`config.mk`:
```
export PLATFORM = sky130hd
export DESIGN_NAME = branch_target_buffer
export DESIGN_NICKNAME = d
export VERILOG_FILES = /design/src/rtl/branch_target_buffer.sv
export SDC_FILE = /design/constraint.sdc
export NUM_CORES = 2
export LEC_CHECK = 0
export ABC_AREA = 1
export CAP_MARGIN = 20
export CORE_UTILIZATION = 25
export CTS_CLUSTER_DIAMETER = 60
export DETAILED_ROUTE_END_ITERATION = 10
export GPL_TIMING_DRIVEN = 0
export SLEW_MARGIN = 20
export SYNTH_ARGS = -nofsm -noshare
export SYNTH_HDL_FRONTEND = slang
export SYNTH_SLANG_ARGS = --single-unit
```
`constraint.sdc`:
```
create_clock -name CLK -period 8.75 [get_ports CLK]
set_clock_uncertainty 0.2 [all_clocks]
set_input_delay 1.75 -clock CLK [delete_from_list [all_inputs] [get_ports CLK]]
set_output_delay 1.75 -clock CLK [all_outputs]
set_load 0.005 [all_outputs]
```
`src/rtl/branch_target_buffer.sv`:
```
// ---------------------------------------------------------------------------
// branch_target_buffer
//
// Direct-mapped branch target buffer with a 2-bit saturating direction
// counter per entry. It sits upstream of the fetch-stage predictor, which
// loads the predicted target, hit flag and counter state every cycle.
// Resolved branches from execute write back through the update port, which
// both allocates new entries and trains existing ones. Lookup-hit and
// mispredict statistics are kept here as well.
//
// Parameters
//   ENTRIES         number of entries, power of two, 2..256
//   IDXW            index width, derived from ENTRIES (not overridable)
//
// Ports
//   CLK             clock
//   nRST            asynchronous active-low reset
//   fetch_pc        PC being fetched (word aligned, bits [1:0] ignored)
//   hit             valid entry with matching tag for fetch_pc
//   baddr           stored target on hit, else 0
//   pred_state      stored counter on hit, else 2'b01
//   upd_en          resolved branch presented this cycle
//   upd_pc          PC of the resolved branch
//   upd_target      computed branch target
//   upd_taken       actual direction
//   upd_pred_taken  direction predicted for this branch
//   flush           invalidate all entries at the next edge
//   mispredict      upd_en & (upd_taken != upd_pred_taken), combinational
//   hit_cnt         cycles with hit = 1 (wraps)
//   mispred_cnt     cycles with mispredict = 1 (wraps)
//
// Build option
//   BTB_BYPASS_EN   when defined, an update to the same PC as the current
//                   fetch is forwarded to the lookup outputs in that cycle.
//
// Counter encoding: 00 strong NT, 01 weak NT, 10 weak T, 11 strong T.
// ---------------------------------------------------------------------------
module branch_target_buffer #(
    parameter  int ENTRIES = 16,
    localparam int IDXW    = $clog2(ENTRIES)
) (
    input  logic        CLK,
    input  logic        nRST,
    input  logic [31:0] fetch_pc,
    output logic        hit,
    output logic [31:0] baddr,
    output logic [1:0]  pred_state,
    input  logic        upd_en,
    input  logic [31:0] upd_pc,
    input  logic [31:0] upd_target,
    input  logic        upd_taken,
    input  logic        upd_pred_taken,
    input  logic        flush,
    output logic        mispredict,
    output logic [31:0] hit_cnt,
    output logic [31:0] mispred_cnt
);

    localparam int TAGW = 30 - IDXW;

    logic              valid_q  [ENTRIES];
    logic [TAGW-1:0]   tag_q    [ENTRIES];
    logic [31:0]       target_q [ENTRIES];
    logic [1:0]        ctr_q    [ENTRIES];

    logic [IDXW-1:0]   f_idx;
    logic [TAGW-1:0]   f_tag;
    logic [IDXW-1:0]   u_idx;
    logic [TAGW-1:0]   u_tag;

    logic              arr_hit;
    logic              u_hit;
    logic              u_wr;
    logic [1:0]        new_ctr;
    logic [31:0]       new_target;

    // Byte-offset bits of the PCs carry no information for word-aligned fetch.
    logic unused_pc_lsbs;
    assign unused_pc_lsbs = ^{fetch_pc[1:0], upd_pc[1:0]};

    assign f_idx = fetch_pc[IDXW+1:2];
    assign f_tag = fetch_pc[31:IDXW+2];
    assign u_idx = upd_pc[IDXW+1:2];
    assign u_tag = upd_pc[31:IDXW+2];

    assign arr_hit = valid_q[f_idx] && (tag_q[f_idx] == f_tag);
    assign u_hit   = valid_q[u_idx] && (tag_q[u_idx] == u_tag);

    assign mispredict = upd_en && (upd_taken != upd_pred_taken);

    // Post-update contents of the entry selected by upd_pc. A miss that is
    // not taken leaves the array alone; flush discards the update entirely.
    always_comb begin
        u_wr       = upd_en && !flush && (u_hit || upd_taken);
        new_ctr    = 2'b10;
        new_target = upd_target;
        if (u_hit) begin
            if (upd_taken) begin
                new_ctr    = (ctr_q[u_idx] == 2'b11) ? 2'b11 : ctr_q[u_idx] + 2'd1;
                new_target = upd_target;
            end else begin
                new_ctr    = (ctr_q[u_idx] == 2'b00) ? 2'b00 : ctr_q[u_idx] - 2'd1;
                new_target = target_q[u_idx];
            end
        end
    end

    always_comb begin
        hit        = arr_hit;
        baddr      = arr_hit ? target_q[f_idx] : 32'h0;
        pred_state = arr_hit ? ctr_q[f_idx]    : 2'b01;
`ifdef BTB_BYPASS_EN
        // Index and tag both equal means the full word address is equal.
        if (u_wr && (u_idx == f_idx) && (u_tag == f_tag)) begin
            hit        = 1'b1;
            baddr      = new_target;
            pred_state = new_ctr;
        end
`endif
    end

    always_ff @(posedge CLK or negedge nRST) begin
        if (!nRST) begin
            for (int i = 0; i < ENTRIES; i++) begin
                valid_q[i]  <= 1'b0;
                tag_q[i]    <= '0;
                target_q[i] <= 32'h0;
                ctr_q[i]    <= 2'b01;
            end
        end else if (flush) begin
            // Only the valid bits are cleared; stale targets/counters are harmless.
            for (int i = 0; i < ENTRIES; i++) begin
                valid_q[i] <= 1'b0;
            end
        end else if (u_wr) begin
            valid_q[u_idx]  <= 1'b1;
            tag_q[u_idx]    <= u_tag;
            target_q[u_idx] <= new_target;
            ctr_q[u_idx]    <= new_ctr;
        end
    end

    always_ff @(posedge CLK or negedge nRST) begin
        if (!nRST) begin
            hit_cnt     <= 32'h0;
            mispred_cnt <= 32'h0;
        end else begin
            if (hit) begin
                hit_cnt <= hit_cnt + 32'd1;
            end
            if (mispredict) begin
                mispred_cnt <= mispred_cnt + 32'd1;
            end
        end
    end

endmodule

```
==> summary.txt <==
Outcome
  • Failing checks: design-rule violations, negative setup slack
  • Run status: complete, but fails checks

Routing
  • Remaining DRCs: 6
  • Via count: 66080
  • Average vias per placed instance: 5.743
  • Starting DRT DRC Count: 12340
  • Pre-Repair DR Iteration Count: 11
  • Drt total wl: 334900 microns
  • Drt wl/cell: 29.10 microns
  • Detail Route Antenna Nets: 0

CTS
  • Skew-Pair Late Insertion Delay: 830 ps
  • Cts hold-fix bufs: 0
  • Clock buffer depth: 3
  • CTS tree: done
  • H-tree levels: 3
  • Clk slew on worst S/H paths: 60 ps
  • CTS Buf Count: 121
  • Clock Tree Root: clkbuf_16
  • CTS sink count: 1040

GRT
  • Global-route wire length before repair: 459400 microns
  • Antenna violations before repair: 38
  • GRT overflow: 0
  • Largest net degree at the start of global routing: 140
  • GRT Util Overall: 0.2780
  • Vias in the first global route: 60100

Layout
  • Register area: 26050 sq um
  • Fill cell count: 25150
  • Layout cells sized above 1: 0.07096
  • Commonest non-fill, non-tap cell in the layout: nand2_1
  • Multi-input gate area: 28000 sq um
  • Post-layout util: 0.2987
  • Commonest cells after routing, fill and taps aside: 3506 x nand2_1, 1024 x dfrtp_1, 708 x o21ai_0, 497 x a21oi_1, 310 x clkbuf_1
  • Area delta synth->final: 18.37%
  • Nets@finish: 8473
  • Final instance area: 68160 sq um

Worst setup path
  • R2r setup slk: 3250 ps
  • CP arrival: 6980 ps
  • Crit path from: fetch_pc[2]
  • Required time worst endpoint: 6800 ps
  • Critical Path End Type: primary output
  • End of the critical path: baddr[7]
  • Worst Path Max Fanout: 10
  • R2R cell count: 18
  • Reg-to-Reg Start: tag_q[229]$_DFFE_PN0P_
  • CP Launch Type: input pin
  • CP Class: input pin to primary output
  • Reg2reg end: target_q[332]$_DFFE_PN0P_

Timing
  • Slew headroom: 0.03328
  • Worst Tran Pin Value: 1450 ps
  • Fmax: 0.1120 GHz
  • Crit share post-route: 1.021
  • Slew Limit Fails: 0
  • Post-route setup TNS: -1841 ps
  • Fin. Hold Viols: 0
  • Min setup slack post-route: -181.3 ps
  • Post-layout min period: 8931 ps
  • # setup viols final: 31
  • Min Hold Slack: 268.2 ps

Yosys
  • Post-synth top area cell: dfrtp_1
  • Synth warnings: 0
  • Yosys cell types: 42
  • Top-area cell type share of the netlist area: 0.4450
  • Avg Inst Size Synth: 7.161 sq um
  • Seq/Total Area, Yosys: 0.4523
  • Largest cells by area after synthesis: dfrtp_1 45%, nand2_1 23%, o21ai_0 6.2%, a21oi_1 4.3%, a22oi_1 3.5%
  • #FFs+latches synth: 1040
  • Syn Std Cell Area: 57580 sq um
  • Syn Inst Count: 8041
  • Synth Net Count: 8145

Placed design
  • Placer congestion estimate: 1.076
  • HPWL after DPL: 231700 microns
  • Placed Area: 63620 sq um
  • Port Buffers: 193
  • Placement-stage worst setup slack: -2383 ps

Floorplan
  • Ports: 202
  • Die Y: 481.9 microns
  • Chip width: 481.9 microns
  • Effective utilization at floorplan: 0.2524
  • DIE AREA: 232300 sq um
  • Core Region: 228200 sq um
  • Core Rows: 175

Power and ir drop
  • P_leak: 31.56 nW
  • Power per cell area: 202.6 nW/um^2
  • Peak supply drop: 163.7 uV

Min path
  • Min-Delay Path Class: flop to flop
  • Hold Path Stages: 1
  • Hold_sp: mispred_cnt[31]$_DFFE_PN0P_

Flow run
  • Max-cap viol count: 0
-- registers in the layout, indices dropped and copies added (netlist names) --
| name | count |
|---|---|
| target_q | 512 |
| tag_q | 416 |
| ctr_q | 32 |
| hit_cnt | 32 |
| mispred_cnt | 32 |
| valid_q | 16 |
-- stage by stage --
| step | total power [W] | instances |
|---|---|---|
| 6_report | 0.01381 | 11510 |
| 5_1_grt | 0.01417 | 11480 |
| 4_1_cts | 0.01360 | 11480 |
| 3_5_place_dp | 0.008263 | 11260 |
| 3_3_place_gp | 0.008251 | 11240 |
| 2_1_floorplan | 0.007154 | 8041 |
-- repair_timing --
item	CTS	global route
gates resized for setup	79	40
endpoints found under the setup margin	35	35
pin swaps	1	0
buffers inserted	1	0
-- worst max-delay path: stages --
cell and delay, ps:
clkdlybuf4s50_1 640, buf_2 260, buf_2 560, a21oi_1 170
o21ai_1 530, nand3_1 470, nand3_1 230, nand2_1 90
nor2_1 100, nand2_1 60, nor2_1 90, nand2_1 90
nor2_4 360, inv_8 190, clkbuf_4 320, nor3_1 430
clkdlybuf4s50_1 600
-- metal layers --
layer  vias to the layer above  track usage  part of all wire
li1                      27170            -                 -
met1                     31340       0.3402              0.36
met2                      5891       0.3840              0.39
met3                      1653       0.1236              0.16
met4                        31       0.1989             0.092
met5                         -     0.006127            0.0015
-- cells in the mapped netlist, drive strengths merged --
master	n
o211ai	123
o21ai	741
o22ai	2
and3	1
nor4b	1
dfrtp	1024
or4	1
buf	268
or3	32
o221ai	2
a22oi	272
xor2	28
a221oi	132
and2	3
nor3	120
nor4	7
clkinv	4
nand4	56
a21o	5
nand3	202
inv	282
clkbuf	362
or2	32
a21oi	497
nor3b	1
dfstp	16
ha	2
xnor2	22
nand3b	16
nand2	3511
nor2	276
-- cell families after synthesis --
logic type,synth area share
DFF,0.4523
buffers and inverters,0.06464
adders and majority gates,0.0004345
AOI/OAI and AO/OA,0.1803
xor gates and xnor gates,0.007605
and+or+nand+nor,0.2947
-- report_power, final --
part | switching, W | internal, W | leakage, nW
combinational | 0.00171 | 0.000735 | 15.7
clock | 0.00235 | 0.00308 | 2.06
sequential | 0.000540 | 0.00540 | 13.9
total | 0.00460 | 0.00921 | 31.6
-- cell type report --
cell class                 instances  area share
clock inverter                    55    0.008940
inverter                         286     0.01588
timing repair buffer             207     0.03288
sequential                      1040      0.3821
clock buffer                     169     0.05169
buffer                           628     0.04140
multi-input combinational       6085      0.4109
antenna                           27   0.0009913
tap                             3009     0.05524
-- worst min-delay path by stage --
stage | end | slack [ps]
after floorplan | tag_q[100]$_DFFE_PN0P_ | 250
after global placement | mispred_cnt[31]$_DFFE_PN0P_ | 260
after detailed placement | mispred_cnt[31]$_DFFE_PN0P_ | 260
after CTS | mispred_cnt[31]$_DFFE_PN0P_ | 270
after global routing | mispred_cnt[31]$_DFFE_PN0P_ | 280
final | mispred_cnt[31]$_DFFE_PN0P_ | 270
No activity file was read; power rests on OpenSTA's default activity.
